**src/rtl/fifo_cond_pkg.sv**
```systemverilog
// Shared defaults for the conditioned FIFO.
// Consumers import this package for widths, thresholds and the count-width helper.
package fifo_cond_pkg;
  localparam int DATA_WIDTH_DEF   = 10;
  localparam int ADDR_WIDTH_DEF   = 3;
  localparam int ALM_FULL_TH_DEF  = 6;
  localparam int ALM_EMPTY_TH_DEF = 1;
  localparam int COUNT_W_DEF      = ADDR_WIDTH_DEF + 1;

  // count needs one extra bit so that "full" (== depth) is representable
  function automatic int count_w(input int aw);
    return aw + 1;
  endfunction
endpackage

```
**src/rtl/fifo_cond_mem_dp.sv**
```systemverilog
// Simple dual-port register file: one write port, one registered read port.
// The storage array is never reset; only the read register clears.
module mem_dp #(
  parameter int DW = 10,
  parameter int AW = 3
) (
  input  logic          clk,
  input  logic          rst,
  input  logic          we,
  input  logic [AW-1:0] waddr,
  input  logic [DW-1:0] wdata,
  input  logic          re,
  input  logic [AW-1:0] raddr,
  output logic [DW-1:0] rdata
);
  logic [DW-1:0] mem [2**AW];

  always_ff @(posedge clk) begin
    if (we) mem[waddr] <= wdata;
  end

  // read-before-write: a same-address write in this cycle is not forwarded
  always_ff @(posedge clk) begin
    if (!rst)    rdata <= '0;
    else if (re) rdata <= mem[raddr];
  end
endmodule

```
**src/rtl/fifo_cond.sv**
```systemverilog
// Single-clock FIFO with occupancy counter, threshold flags and sticky error.
// All outputs come from registers or decode of the registered count.
module fifo_cond
  import fifo_cond_pkg::*;
#(
  parameter int DATA_WIDTH   = DATA_WIDTH_DEF,
  parameter int ADDR_WIDTH   = ADDR_WIDTH_DEF,
  parameter int ALM_FULL_TH  = ALM_FULL_TH_DEF,
  parameter int ALM_EMPTY_TH = ALM_EMPTY_TH_DEF
) (
  input  logic                     clk,
  input  logic                     rst,
  input  logic                     push,
  input  logic [DATA_WIDTH-1:0]    data_in,
  input  logic                     pop,
  output logic [DATA_WIDTH-1:0]    data_out,
  output logic                     valid_out,
  output logic                     empty,
  output logic                     full,
  output logic                     alm_full,
  output logic                     alm_empty,
  output logic                     error,
  output logic [ADDR_WIDTH:0]      count
);
  localparam int CW    = count_w(ADDR_WIDTH);
  localparam int DEPTH = 1 << ADDR_WIDTH;

  logic [ADDR_WIDTH-1:0] wr_ptr, rd_ptr;
  logic [CW-1:0]         cnt;
  logic                  vld, err;
  logic                  pop_ok, push_ok;

  // a pop frees a slot this edge, so push is legal when full if pop is too
  assign pop_ok  = pop && (cnt != '0);
  assign push_ok = push && ((cnt != CW'(DEPTH)) || pop_ok);

  always_ff @(posedge clk) begin
    if (!rst) begin
      wr_ptr <= '0;
      rd_ptr <= '0;
      cnt    <= '0;
      vld    <= 1'b0;
      err    <= 1'b0;
    end else begin
      if (push_ok) wr_ptr <= wr_ptr + 1'b1;
      if (pop_ok)  rd_ptr <= rd_ptr + 1'b1;
      case ({push_ok, pop_ok})
        2'b10:   cnt <= cnt + 1'b1;
        2'b01:   cnt <= cnt - 1'b1;
        default: cnt <= cnt;
      endcase
      vld <= pop_ok;
      if ((push && !push_ok) || (pop && !pop_ok)) err <= 1'b1;
    end
  end

  mem_dp #(.DW(DATA_WIDTH), .AW(ADDR_WIDTH)) u_mem (
    .clk   (clk),
    .rst   (rst),
    .we    (push_ok && rst),
    .waddr (wr_ptr),
    .wdata (data_in),
    .re    (pop_ok),
    .raddr (rd_ptr),
    .rdata (data_out)
  );

  assign valid_out = vld;
  assign error     = err;
  assign count     = cnt;
  assign empty     = (cnt == '0);
  assign full      = (cnt == CW'(DEPTH));
  assign alm_full  = (cnt >= CW'(ALM_FULL_TH));
  assign alm_empty = (cnt <= CW'(ALM_EMPTY_TH));
endmodule

```
**config.mk**
```make
export PLATFORM = sky130hd
export DESIGN_NAME = fifo_cond
export DESIGN_NICKNAME = d
export VERILOG_FILES = /design/src/rtl/fifo_cond_pkg.sv /design/src/rtl/fifo_cond_mem_dp.sv /design/src/rtl/fifo_cond.sv
export SDC_FILE = /design/constraint.sdc
export NUM_CORES = 1
export LEC_CHECK = 0
export CORE_UTILIZATION = 35
export DETAILED_ROUTE_END_ITERATION = 10
export DONT_BUFFER_PORTS = 1
export PLACE_DENSITY = 0.52
export SLEW_MARGIN = 5
export SYNTH_ARGS = -nofsm -noshare
export SYNTH_HDL_FRONTEND = slang
export SYNTH_HIERARCHICAL = 1
export SYNTH_SLANG_ARGS = --single-unit
```
**constraint.sdc**
```tcl
create_clock -name clk -period 2.2 [get_ports clk]
set_input_delay 0.33 -clock clk [delete_from_list [all_inputs] [get_ports clk]]
set_output_delay 0.33 -clock clk [all_outputs]
set_load 0.02 [all_outputs]
```
==> flow_metrics.env, run 1 <==
export IMPL_grt_overflow=0
export IMPL_first_pass_iters=4
export IMPL_p_int_w=0.00354
export IMPL_track_usage_pct=15.6
export IMPL_num_rows=39
export IMPL_arrival_ps=1690
export IMPL_p_per_area_mw_per_mm2=1030
export IMPL_portBuffers=0
export IMPL_crit_fanout=5
export IMPL_pwr_share_comb_pct=20.6
export IMPL_finalCriticalPeriod_ps=2020
export IMPL_htree_levels=3
export IMPL_r2r_start="count[1]"
export IMPL_cts_root_buf="clkbuf_16"
export IMPL_clkSinkCount=102
export IMPL_dpl_cell_count=440
export IMPL_fin_cells=456
export IMPL_core_mm2=0.0117
export IMPL_yosysWarnings=6
export IMPL_synth_cells=292
export IMPL_seqPwrFrac_pct=47.7
export IMPL_slew_headroom_pct=47.0
export IMPL_synthFlopType="edfxtp_1"
export IMPL_ys_types=47
export IMPL_dieWidth_um=112
export IMPL_fillers=1052
export IMPL_initial_utilization_pct=36.6
export IMPL_final_common_cell="edfxtp_1"
export IMPL_ctsLongestPathBuffers=2
export IMPL_synth_edf_count=80
export IMPL_switching_power_w=0.00140
export IMPL_wl_um=8850
export IMPL_wl_met3_um=424
export IMPL_critPathLaunchType="register"
export IMPL_drt_iter0_markers=120
export IMPL_ant_nets=0
export IMPL_final_nets=328
export IMPL_tightest_slew_ps=793
export IMPL_synth_cell_area_mm2=0.00426
export IMPL_grt_pass1_wl_um=14300
export IMPL_synthArstFlopShare_pct=0
export IMPL_drive_above_1_share_pct=20.1
export IMPL_preCtsSetupSlack_ps=272
export IMPL_wl_met1_um=3620
export IMPL_rsz0062_at_grt="false"
export IMPL_clk_pin_slew_ps=70
export IMPL_most_common_layout_cells="edfxtp_1 (80), mux2i_1 (24), dfxtp_1 (21)"
export IMPL_hold_buffers=0
export IMPL_cts_buffers=9
export IMPL_ys_seq_area_share_pct=66.7
export IMPL_diodes=0
export IMPL_finalHoldViolCount=0
export IMPL_cp_end_kind="output pin"
export IMPL_p_leak_nw=1.63
export IMPL_crit_required_ps=1870
export IMPL_route_met2_wl_um=4610
export IMPL_cts_tree="built"
export IMPL_holdPathEnd="u_mem/mem[4][1]"
export IMPL_vias=2424
export IMPL_ys_ff_latch=102
export IMPL_dieHeight_um=112
export IMPL_finClkSkew_ps=9.36
export IMPL_power_frac_clock_pct=31.7
export IMPL_path_class="reg -> out"
export IMPL_finalSetupViolCount=0
export IMPL_peakVddDrop_mv=0.462
export IMPL_period_share_pct=92.0
export IMPL_antenna_found_initial=0
export IMPL_viasPerCell=5.32
export IMPL_r2r_end="u_mem/mem[2][5]"
export IMPL_hp_start="data_in[1]"
export IMPL_p_total_w=0.00493
export IMPL_cts_setup_buffers=0
export IMPL_gp_congestion=0.727
export IMPL_io_pins=34
export IMPL_syn_nets=312
export IMPL_drv_slew=0
export IMPL_wl_per_cell_um=19.4
export IMPL_dp_hpwl_um=6250
export IMPL_cts_resized=0
export IMPL_fmax_mhz=494
export IMPL_min_path_type="in -> reg"
export IMPL_post_route_drc_count=0
export IMPL_timing_final_ws_setup_ps=175
export IMPL_grt_pass1_vias=2491
export IMPL_status="finished clean"
export IMPL_r2r_slack_ps=260
export IMPL_area_growth_pct=12.3
export IMPL_syn_area_per_cell_um2=14.6
export IMPL_top_layer="met4"
export IMPL_whs_path_depth=0
export IMPL_clk_latency_ps=340
export IMPL_grt_max_degree=29
export IMPL_maxCapViolCount=0
export IMPL_sw_frac_of_total_pct=28.3
export IMPL_die_area_mm2=0.0126
export IMPL_worstRegToRegCells=8
power by group through the flow:
| stage | clock network [W] | registers (W) | logic, W |
|---|---|---|---|
| 2_1_floorplan | 0 | 0.00239 | 0.000813 |
| 3_3_place_gp | 0 | 0.00240 | 0.00102 |
| 3_5_place_dp | 0 | 0.00240 | 0.00102 |
| 4_1_cts | 0.00160 | 0.00236 | 0.00103 |
| 5_1_grt | 0.00168 | 0.00238 | 0.00112 |
| 6_report | 0.00156 | 0.00235 | 0.00102 |
cell families (layout without fill, tap and decap cells):
logic type | count (synthesis) | count (layout) | share of synthesized area [%]
AND/OR/NAND/NOR | 54 | 54 | 6.81
multiplexers | 45 | 45 | 11.4
XOR/XNOR | 4 | 4 | 0.822
AO/OA/AOI/OAI | 60 | 60 | 9.30
buffers and inverters | 21 | 42 | 3.20
adder cells (fa/ha/maj) | 6 | 6 | 1.76
flip-flops | 102 | 102 | 66.7
cell usage after synthesis (2+ instances only):
master	count	area [µm²]
buf_1	2	7.51
nand3_1	2	10.0
buf_6	3	33.8
a22oi_1	2	15.0
a21oi_1	15	75.1
edfxtp_1	80	2400
nand2_1	8	30.0
and2b_2	2	17.5
xor2_1	4	35.0
inv_1	7	26.3
mux2_2	20	225
nand2b_1	7	43.8
a211oi_1	2	15.0
mux2i_1	24	240
o21ai_0	14	70.1
o211ai_1	2	15.0
buf_2	3	15.0
nor2_1	16	60.1
a221o_1	9	90.1
ha_1	6	75.1
clkbuf_1	3	11.3
dfxtp_1	22	440
nor3_1	6	30.0
o22ai_1	10	62.6
state kept, by name (all words and copies together), names as in the netlist:
register / count
u_mem/mem: 80
u_mem/rdata: 10
count: 4
rd_ptr: 3
wr_ptr: 3
error: 1
valid_out: 1
metal layers:
metal	up-vias	global-route usage [%]
li1	1150	-
met1	1203	18.4
met2	57	26.6
met3	14	4.75
met4	0	5.96
met5	-	0
critical path: stages (launching register included):
cell	delay, ps
dfxtp_1	310
inv_1	110
ha_1	210
or3b_1	390
buf_4	180
inv_1	150
cell type report:
type | count | area [µm²] | share of cell area [%]
sequential | 102 | 2840 | 59.4
tap | 143 | 179 | 3.74
multi-input combinational | 169 | 1290 | 27.0
clock inverter | 4 | 52.6 | 1.10
clock buffer | 12 | 236 | 4.94
timing repair buffer | 19 | 155 | 3.24
inverter | 7 | 26.3 | 0.549
metrics by stage:
stage | hold WS, ps | utilization [%] | setup TNS (ps) | instance area, µm²
final | 79.7 | 41.1 | 0 | 4790
after CTS | 66.4 | 41.1 | 0 | 4790
after floorplan | 429 | - | -7930 | 4270
after global placement | 429 | 38.6 | 0 | 4500
after detailed placement | 429 | 38.6 | 0 | 4500
after global routing | 56.4 | 41.1 | 0 | 4790
how the worst max path moves through the flow:
stage | start | end | slack, ps | cells past startpoint
finish | count[1] | empty | 180 | 5
global route | count[1] | u_mem/mem[2][5] | 80 | 8
detailed placement | count[1] | u_mem/mem[2][3] | 270 | 8
global placement | count[0] | u_mem/mem[6][1] | 280 | 8
CTS | count[1] | empty | 160 | 5
floorplan | count[1] | u_mem/mem[2][0] | -110 | 7
Note: power is estimated with default switching activity, not from simulation.
==> inputs of run 2 (changes only) <==
- SYNTH_HIERARCHICAL: 1 -> not set
==> run 2 against run 1 <==
Utilization is 0.51 points higher. Total power up 6.6%. Sequential share of layout area increased by 0.84 points. Clock-buffer cell count is 2 lower. Sequential power about the same. Combinational power is 26% higher. Synthesized area down 4.3%. Worst hold slack got worse by 3.3 ps.
==> flow_metrics.env, run 2 <==
export IMPL_status="finished clean"
export IMPL_crit_fanout=6
export IMPL_post_route_drc_count=0
export IMPL_maxCapViolCount=0
export IMPL_crit_top_cell="ha_4"
export IMPL_track_usage_pct=14.4
export IMPL_dpl_cell_count=412
export IMPL_slew_headroom_pct=29.7
export IMPL_num_rows=39
export IMPL_fillers=1045
export IMPL_first_pass_iters=5
export IMPL_clkSinkCount=102
export IMPL_final_nets=301
export IMPL_rsz0062_at_grt="false"
export IMPL_clk_latency_ps=340
export IMPL_viasPerCell=5.03
export IMPL_cp_end_kind="register"
export IMPL_antenna_found_initial=0
export IMPL_synth_area_leaders="edfxtp_1 (59%), dfxtp_1 (11%), mux2i_1 (11%), a22oi_1 (3.7%), a32o_1 (2.5%)"
export IMPL_peakVddDrop_mv=0.434
export IMPL_syn_area_per_cell_um2=15.8
export IMPL_ys_seq_area_share_pct=69.7
export IMPL_final_common_cell="edfxtp_1"
export IMPL_finalHoldViolCount=0
export IMPL_diodes=0
export IMPL_grt_pass1_wl_um=12200
export IMPL_ctsLongestPathBuffers=2
export IMPL_finalCriticalPeriod_ps=2090
export IMPL_synthFlopType="edfxtp_1"
export IMPL_synth_cells=259
export IMPL_wl_per_cell_um=19.0
export IMPL_crit_required_ps=2440
export IMPL_largest_register_ffs=80
export IMPL_cts_buffers=9
export IMPL_dp_hpwl_um=5050
export IMPL_synth_common_cells="edfxtp_1 (80), mux2i_1 (43), dfxtp_1 (22)"
export IMPL_htree_levels=3
export IMPL_dieHeight_um=110
export IMPL_synth_most_common_cell="edfxtp_1"
export IMPL_yosysTopAreaCell="edfxtp_1"
export IMPL_arrival_ps=2330
export IMPL_ys_types=33
export IMPL_preCtsSetupSlack_ps=62.7
export IMPL_regMostFlops="u_mem.mem"
export IMPL_cts_tree="built"
export IMPL_synth_cell_area_mm2=0.00408
export IMPL_synth_edf_count=80
export IMPL_drive_above_1_share_pct=18.6
export IMPL_path_class="reg -> reg"
export IMPL_ant_nets=0
export IMPL_drv_slew=0
export IMPL_tightest_slew_ps=1050
export IMPL_vias=2151
export IMPL_gp_congestion=0.730
export IMPL_critPathMaxStageDelay_ps=450
export IMPL_slowest_stage="or4b_1"
export IMPL_finClkSkew_ps=5.73
export IMPL_portBuffers=0
export IMPL_syn_nets=280
export IMPL_period_share_pct=94.9
export IMPL_min_path_type="in -> reg"
export IMPL_ys_ff_latch=102
export IMPL_drt_iter0_markers=134
export IMPL_area_growth_pct=15.8
export IMPL_most_common_layout_cells="edfxtp_1 (80), mux2i_1 (43), buf_4 (22)"
export IMPL_io_pins=34
export IMPL_cts_root_buf="clkbuf_16"
export IMPL_critPathLaunchType="register"
export IMPL_grt_max_degree=25
export IMPL_timing_final_ws_setup_ps=111
export IMPL_fmax_mhz=479
export IMPL_dieWidth_um=110
export IMPL_synthArstFlopShare_pct=0
export IMPL_synth_top_area_share_pct=58.9
export IMPL_die_area_mm2=0.0121
export IMPL_p_leak_nw=1.56
export IMPL_r2r_slack_ps=110
export IMPL_yosysWarnings=0
export IMPL_initial_utilization_pct=35.9
export IMPL_core_mm2=0.0114
export IMPL_path_cells="inv_1 > ha_4 > nand2b_4 > buf_4 > o21ai_4 > ha_4 > or4b_1 > a21oi_2 > xnor2_1 > nor2_1"
export IMPL_wl_um=8150
export IMPL_grt_overflow=0
export IMPL_clk_pin_slew_ps=70
export IMPL_finalSetupViolCount=0
export IMPL_grt_pass1_vias=2125
export IMPL_p_per_area_mw_per_mm2=1110
export IMPL_hold_buffers=0
export IMPL_fin_cells=428
==> run 2: changes by cell type after synthesis, sizes merged, moves of 2 or more <==
cell	before	now
a21oi	15	3
nand2	10	2
and2b	3	0
o21ai	16	4
o22ai	10	0
a22oi	2	20
mux2	20	0
nor4	1	3
a32o	1	10
a221o	9	0
xnor2	0	2
mux2i	25	43
nand2b	7	4
clkbuf	3	1
==> run 2: final cells by class <==
class | count | area (µm²) | area share (%)
inverters | 6 | 22.5 | 0.477
multi-input cells | 138 | 1190 | 25.3
clock buffers | 10 | 229 | 4.85
well taps | 143 | 179 | 3.79
repair buffers | 23 | 185 | 3.92
clock inverters | 6 | 68.8 | 1.46
flip-flops and latches | 102 | 2850 | 60.2
==> run 2: final timing paths <==
kind,cells after the start,endpoint,start
worst max-delay path,10,count[3],count[0]
worst min-delay path,0,u_mem.mem[4][8],data_in[8]
worst max register to register,10,count[3],count[0]
worst min register to register,2,error,error
==> run 2: metrics by stage <==
step / instance area [µm²] / power [W] / utilization (%) / hold WS (ps) / TNS, ps
3_5_place_dp: 4410 / 0.00368 / 38.8 / 429 / 0
3_3_place_gp: 4410 / 0.00367 / 38.8 / 429 / 0
6_report: 4730 / 0.00526 / 41.6 / 76.3 / 0
4_1_cts: 4710 / 0.00526 / 41.4 / 68.7 / 0
2_1_floorplan: 4120 / 0.00342 / - / 429 / -2490
5_1_grt: 4730 / 0.00549 / 41.6 / 62.7 / 0
==> run 2: metal layers <==
layer	wire length (µm)	GRT usage [%]
met2	3980	22.9
met4	76	5.43
met3	542	3.82
met1	3550	18.7
met5	0	0
==> run 2: critical path, delay by kind of cell, from the launching register on <==
family | cells | cell delay, ps
buffers and inverters | 2 | 290
adders and majority gates | 2 | 350
xor gates and xnor gates | 1 | 130
DFF | 1 | 330
and+or+nand+nor | 3 | 570
AOI/OAI and AO/OA | 2 | 310
==> run 2: logic make-up after synthesis <==
kind of cell / after synthesis / synth area share, %
flip-flops: 102 / 69.7
AO/OA/AOI/OAI: 41 / 8.19
adder cells (fa/ha/maj): 7 / 2.15
buffers and inverters: 19 / 2.97
XOR/XNOR: 7 / 1.50
AND/OR/NAND/NOR: 40 / 4.97
multiplexers: 43 / 10.5
==> run 2: repair_timing <==
item                                    CTS  global route
setup buffers                             0             0
endpoints found under the setup margin    0            11
gates resized for setup                   0             3
==> run 2: where the power goes <==
| group | switching, W | internal, W | leakage [nW] |
|---|---|---|---|
| logic | 0.000733 | 0.000561 | 0.507 |
| clock network | 0.000701 | 0.000891 | 0.145 |
| registers | 0.000156 | 0.00222 | 0.904 |
| total | 0.00159 | 0.00367 | 1.56 |
